===== src/rtl/bram_req_pkg.sv =====
// Shared types and helpers for the BRAM request port: FSM states, word-address
// width, full-strobe constant and the read-modify-write byte merge.
package bram_req_pkg;

  localparam int unsigned MEM_AW = 14;
  localparam logic [3:0]  BE_FULL = 4'hF;

  typedef enum logic [1:0] {
    ST_IDLE     = 2'd0,
    ST_RD_WAIT  = 2'd1,
    ST_RMW_WAIT = 2'd2,
    ST_RESP     = 2'd3
  } state_t;

  // Lane i comes from new_word where be[i] is set, otherwise from old_word.
  function automatic logic [31:0] merge_bytes(input logic [31:0] old_word,
                                              input logic [31:0] new_word,
                                              input logic [3:0]  be);
    logic [31:0] merged;
    for (int i = 0; i < 4; i++) begin
      merged[i*8 +: 8] = be[i] ? new_word[i*8 +: 8] : old_word[i*8 +: 8];
    end
    return merged;
  endfunction

endpackage


===== src/rtl/bram_req_port.sv =====
// Single-outstanding request port driving one BRAM port; partial writes use
// read-modify-write. Define BRAM_REQ_RANGE_CHECK_EN to reject out-of-range or misaligned addresses.
module bram_req_port
  import bram_req_pkg::*;
(
  input  logic              clk,
  input  logic              rstn,
  input  logic              req_valid,
  output logic              req_ready,
  input  logic [31:0]       req_addr,
  input  logic              req_we,
  input  logic [3:0]        req_be,
  input  logic [31:0]       req_wdata,
  output logic              rsp_valid,
  input  logic              rsp_ready,
  output logic [31:0]       rsp_rdata,
  output logic              rsp_err,
  output logic [MEM_AW-1:0] mem_addr,
  output logic [31:0]       mem_din,
  output logic              mem_we,
  output logic [3:0]        mem_en,
  input  logic [31:0]       mem_dout
);

  // Handshakes: a request transfers on a cycle with req_valid && req_ready,
  // a response on a cycle with rsp_valid && rsp_ready; both sides hold until then.

  state_t            r_state;
  logic              r_alive;
  logic [MEM_AW-1:0] r_addr;
  logic [3:0]        r_be;
  logic [31:0]       r_wdata;
  logic [31:0]       r_rdata;
  logic              r_err;

  logic              w_accept;
  logic              w_range_bad;

`ifdef BRAM_REQ_RANGE_CHECK_EN
  assign w_range_bad = (req_addr[31:16] != 16'h0000) || (req_addr[1:0] != 2'b00);
`else
  logic w_unused_addr;
  assign w_unused_addr = ^{req_addr[31:16], req_addr[1:0]};
  assign w_range_bad   = 1'b0;
`endif

  // r_alive keeps req_ready low during reset and rises on the first clock after release.
  assign req_ready = r_alive && (r_state == ST_IDLE);
  assign w_accept  = req_valid && req_ready;
  assign rsp_valid = (r_state == ST_RESP);
  assign rsp_rdata = r_rdata;
  assign rsp_err   = r_err;

  // BRAM controls are live only in the acceptance cycle or the RMW write cycle.
  always_comb begin
    mem_addr = '0;
    mem_din  = '0;
    mem_we   = 1'b0;
    mem_en   = 4'h0;
    if (w_accept && !w_range_bad) begin
      if (!req_we) begin
        mem_en   = BE_FULL;
        mem_addr = req_addr[15:2];
      end else if (req_be == BE_FULL) begin
        mem_en   = BE_FULL;
        mem_we   = 1'b1;
        mem_din  = req_wdata;
        mem_addr = req_addr[15:2];
      end else if (req_be != 4'h0) begin
        mem_en   = BE_FULL;
        mem_addr = req_addr[15:2];
      end
    end else if (r_state == ST_RMW_WAIT) begin
      mem_en   = BE_FULL;
      mem_we   = 1'b1;
      mem_addr = r_addr;
      mem_din  = merge_bytes(mem_dout, r_wdata, r_be);
    end
  end

  always_ff @(posedge clk or negedge rstn) begin
    if (!rstn) begin
      r_state <= ST_IDLE;
      r_alive <= 1'b0;
      r_addr  <= '0;
      r_be    <= '0;
      r_wdata <= '0;
      r_rdata <= '0;
      r_err   <= 1'b0;
    end else begin
      r_alive <= 1'b1;
      case (r_state)
        ST_IDLE: begin
          if (w_accept) begin
            r_addr  <= req_addr[15:2];
            r_be    <= req_be;
            r_wdata <= req_wdata;
            r_rdata <= '0;
            r_err   <= 1'b0;
            if (w_range_bad) begin
              r_err   <= 1'b1;
              r_state <= ST_RESP;
            end else if (!req_we) begin
              r_state <= ST_RD_WAIT;
            end else if ((req_be == BE_FULL) || (req_be == 4'h0)) begin
              r_state <= ST_RESP;
            end else begin
              r_state <= ST_RMW_WAIT;
            end
          end
        end
        ST_RD_WAIT: begin
          r_rdata <= mem_dout;
          r_state <= ST_RESP;
        end
        ST_RMW_WAIT: begin
          r_state <= ST_RESP;
        end
        ST_RESP: begin
          if (rsp_ready) begin
            r_rdata <= '0;
            r_err   <= 1'b0;
            r_state <= ST_IDLE;
          end
        end
        default: r_state <= ST_IDLE;
      endcase
    end
  end

endmodule


===== config.mk =====
export PLATFORM = sky130hd
export DESIGN_NAME = bram_req_port
export DESIGN_NICKNAME = d
export VERILOG_FILES = /design/src/rtl/bram_req_pkg.sv /design/src/rtl/bram_req_port.sv
export SDC_FILE = /design/constraint.sdc
export NUM_CORES = 1
export LEC_CHECK = 0
export ABC_CLOCK_PERIOD_IN_PS = 1990
export CORE_ASPECT_RATIO = 0.75
export CORE_UTILIZATION = 39
export DETAILED_ROUTE_END_ITERATION = 16
export GPL_TIMING_DRIVEN = 0
export PLACE_DENSITY = 0.75
export SETUP_SLACK_MARGIN = 0.2
export SYNTH_ARGS = -nofsm -noshare
export SYNTH_HDL_FRONTEND = slang
export SYNTH_SLANG_ARGS = --single-unit

===== constraint.sdc =====
create_clock -name clk -period 1.99 [get_ports clk]
set_input_delay 0.2985 -clock clk [delete_from_list [all_inputs] [get_ports clk]]
set_output_delay 0.2985 -clock clk [all_outputs]
set_load 0.05 [all_outputs]

# == Yosys cells after proc, flatten, opt, wreduce, memory -nomap -nowiden ==
# Cells that the tools add are included.
# totals
output_inout_bits,86
ff_bits,86
input_bits,105
word_cells,59
# op_classes
n_eq_ne,6
n_reduce_logical,13
mux,33
# ops
operator,n
two-way mux 32 bit,6
one-hot mux 32 bit (3 select lines),1
two-way mux 14 bit,5
two-way mux 8 bit,4
two-way mux 4 bit,5
two-way mux 1 bit,7
two-way mux 2 bit,3
one-hot mux 2 bit (3 select lines),1
AND reduction 3 bit,2
equality test 2 bit (second input constant),2
equality test 4 bit (second input constant),1
logical NOT 4 bit,1
AND reduction 2 bit,2
nonzero test 4 bit,1
nonzero test 3 bit,1
equality test 2 x 1 -> 1 bit (second input constant),1
logical AND 1 bit,2
logical NOT 2 bit,1
!= test 2 x 1 -> 1 bit (second input constant),1
!= test 2 bit (second input constant),1
one-hot mux 1 bit (2 select lines),1
nonzero test 2 bit,1
OR reduction 2 bit,1
logical OR 1 bit,1

# == Depth between registers and ports, before layout ==
# logic_depth
ltp_word,6
mapped_depth,7
mapped_depth_nobuf,5

# == Worst setup path before layout ==
# Ideal clock, no wire load.
# synth_path
path_type,flip-flop to output port
start,register r_state[0]
end,output port mem_en[1]
required_time_ns,1.691
arrival_ns,2.849
path_stages_with_launch,7
n_path_buf,2
slack_ns,-1.158
cell_sequence,dfrtp_1 inv_1 ha_1 nand3_1 clkbuf_1 o21ai_0 buf_4
# synth_between
elab_chain_cells,4
elab_cells_between_ends,6
cone_classes,1 x eq/ne; 2 x mux; 3 x reduce/logical
# synth_lines
element,line_no,source
from (decl),bram_req_port.sv:28,state_t r_state;
from (signal assigned),bram_req_port.sv:83,r_state <= ST_IDLE;
from (signal assigned),bram_req_port.sv:102,r_state <= ST_RESP;
from (signal assigned),bram_req_port.sv:104,r_state <= ST_RD_WAIT;
logical NOT 2 bit,bram_req_port.sv:48,assign req_ready = r_alive && (r_state == ST_IDLE);
logical AND 1 bit,bram_req_port.sv:48,
logical AND 1 bit,bram_req_port.sv:49,assign w_accept = req_valid && req_ready;
two-way mux 4 bit (*),bram_req_port.sv:60,if (w_accept && !w_range_bad) begin
to (decl),bram_req_port.sv:21,"output logic [3:0] mem_en,"
# Every way passes the cells marked *; elsewhere a longest branch is shown, timed or not.

# == Worst setup path after layout ==
# layout_path
start,register r_state[1]
end,output port mem_addr[13]
# layout_between
elab_chain_cells,4
elab_cells_between_ends,6
cone_classes,1 x eq/ne; 2 x mux; 3 x reduce/logical
# layout_lines
element,line_no,source
logical NOT 2 bit,bram_req_port.sv:48,
logical AND 1 bit,bram_req_port.sv:48,
logical AND 1 bit,bram_req_port.sv:49,
two-way mux 14 bit (*),bram_req_port.sv:60,
to (decl),bram_req_port.sv:18,"output logic [MEM_AW-1:0] mem_addr,"
# Marked as above.

==> run metrics <==
outcome finished, violations left; violated checks setup timing; FMAX 0.445 GHz; multi-input logic area 2840 sq um; FF-to-FF End rsp_rdata[12]$_DFFE_PN0P_; Max clock buf depth 2; Synth Area in XOR/XNOR 0; largest family of logic cells by synthesized area simple AND/OR/NAND/NOR gates; vias per std cell 5.14; Setup Skew 5.22 ps; die footprint 11900 sq um; first-pass GRT wire length 24400 um; Compound-Gate Fraction of Synth Area 0.0612; initial antenna violation count 0; r2r setup slk 170 ps; Crit Path Category flip-flop to output pin; largest net degree at the start of global routing 46; TritonCTS Buffers 9; NumNets Final 849; Final WS setup -257 ps; Synthesized Nets 632; synth top area cells dfrtp_1 (47%), nand2_1 (16%), mux2_2 (8.0%); Fillers 793; mux cell area share after synthesis 0.159; Crit path arrival time 1950 ps; routed vias around 4500; Simple-Gate Fraction of Synth Area 0.217; CP required roughly 1700 ps; Layout Cells excl Fill 883; Cell Area, Synth 4480 sq um; htree depth 3; crit path to mem_addr[13]; Cell Pwr Density 1640 nW/um^2; vias in the first global route 4851; Worst Hold Class input port to flip-flop; register area 2130 sq um; master cell of the clock root buffer clkbuf_16; Critical Path Source r_state[1]$_DFFE_PN0P_; Slew Limit Fails 0; DR iter-0 viols approximately 180; worst r2r src r_state[1]$_DFFE_PN0P_; Port Buffers 171; sequential area share after synthesis 0.475; GRT Total Usage 0.265; worst-path maximum fanout 10; DR pass1 iterations 4; Max-cap violations 0; Synth cell types 24; CTS tree yes; Post-Syn Instances between 500 and 600; Core Region 11100 sq um; total wire length 15700 um; RSZ-0062 raised after global routing true; Die W between 100 and 150 um; Leak 4.06 nW; Syn-to-layout area delta 85.7%; total power around 0.014 W; crit end category output pin; crit share post-route 1.13; R2R depth 8; most frequent cells in the layout nand2_1 (139), dfrtp_1 (85), clkdlybuf4s50_1 (81), buf_6 (50), o21ai_4 (48); Post-route DRC 0; most common cell after layout, fill and taps aside nand2_1; final worst path period need 2250 ps; CTS clk-pin slew, worst paths 60 ps; CP Launch Type flip-flop; num ports between 150 and 200; dpl hpwl around 10000 um; row count 33; die height 94.8 um; Peak VDD IR 0.000878 V; Fin. Hold Viols 0; Ys Warns 0; gpl congestion 0.839; Mean Syn Cell Area roughly 8.6 sq um; Worst-Margin Slew 573 ps; #FFs+latches synth between 80 and 90; top cell type's share of synthesized area 0.475; Post-Synth Adder-Cell Area 0.0140; Initial Util 0.405; remaining antenna violation count 0; grt ovf 0; clk sinks 85; share of layout cells above drive strength 1 0.374; Placed Cells between 800 and 900; worst skew pair latency 330 ps; # setup viols final 51; Wirelength per Cell 17.7 um; post-synthesis cell type with the largest combined area dfrtp_1; Slew headroom 0.618; ANT cells 0
stage by stage:
stage	setup TNS, ps	util	setup slack (ps)	hold slack, ps	instance area (sq um)
final	-10970	0.752	-257	393	8320
after floorplan	0	-	147	2.91	5110
after CTS	-8460	0.729	-202	374	8070
after global placement	-271510	0.632	-2580	453	6990
after global routing	-13100	0.752	-296	410	8320
after detailed placement	-54000	0.634	-1240	329	7020
synthesized netlist by cell type:
cell type  count
a211oi_4       1
a21oi_1        1
and2_1         2
and3_1         1
and4_1         1
buf_1          3
buf_2          8
buf_4          4
buf_6          3
clkbuf_1      20
clkbuf_2       1
conb_1         2
dfrtp_1       85
ha_1           5
inv_1         34
mux2_2        32
mux2i_1       35
nand2_1      186
nand3_1       47
nor2b_1        1
nor4_1         1
o21ai_0       36
o21ai_1       12
o32ai_1        1
cell families after synthesis:
family,count (synthesis)
AOI/OAI and AO/OA,51
adders and majority gates,5
buffers and inverters,73
DFF,85
muxes,67
other,2
and+or+nand+nor,239
where the power goes:
group,switching [W],internal [W],leakage (nW),total (W)
clock,0.000685,0.00138,0.176,0.00207
combinational,0.00515,0.00350,2.80,0.00865
sequential,0.000410,0.00253,1.09,0.00294
total,0.00624,0.00741,4.06,0.0137
layer usage:
| layer | share of wire | track usage | up-vias |
|---|---|---|---|
| li1 | - | - | 2122 |
| met1 | 0.44 | 0.328 | 2248 |
| met2 | 0.48 | 0.465 | 152 |
| met3 | 0.065 | 0.0623 | 17 |
| met4 | 0.012 | 0.0753 | 0 |
| met5 | 0 | 0 | - |
registers in the layout, indices dropped and copies added (netlist names):
name	flops
r_wdata	32
rsp_rdata	32
r_addr	14
r_be	4
r_state	2
r_alive	1
worst max-delay path, stage by stage, from the launching register on:
cell and delay [ps]:
dfrtp_1 420, inv_2 100, ha_4 160, and3_4 200, clkbuf_16 180, buf_12 150, nand2_2 80, o21ai_4 150
buf_6 170
layout make-up:
type                    count  share of cell area
multi-input cells         364               0.341
flip-flops and latches     85               0.256
plain buffers              39              0.0573
well taps                 140              0.0211
inverters                  34              0.0153
clock buffers              11              0.0292
clock inverters             4              0.0144
repair buffers            206               0.266
how the worst min path moves through the flow:
stage / from / end / cells after the start
CTS: req_be[3] / r_be[3]$_DFFE_PN0P_ / 3
floorplan: rstn / r_addr[0]$_DFFE_PN0P_ / 0
finish: req_be[3] / r_be[3]$_DFFE_PN0P_ / 3
global placement: r_wdata[1]$_DFFE_PN0P_ / r_wdata[1]$_DFFE_PN0P_ / 2
global route: req_be[3] / r_be[3]$_DFFE_PN0P_ / 3
detailed placement: rstn / rsp_rdata[27]$_DFFE_PN0P_ / 1
repair_timing:
action                                  4_1_cts  5_1_grt
setup buffers                                24        3
hold endpoints to repair                     40        0
pin swaps                                     9        7
endpoints found under the setup margin      105       93
gates cloned                                  4        2
hold buffers                                  1        0
resized for setup                           483       61
Power figures use the tool's default switching activity.
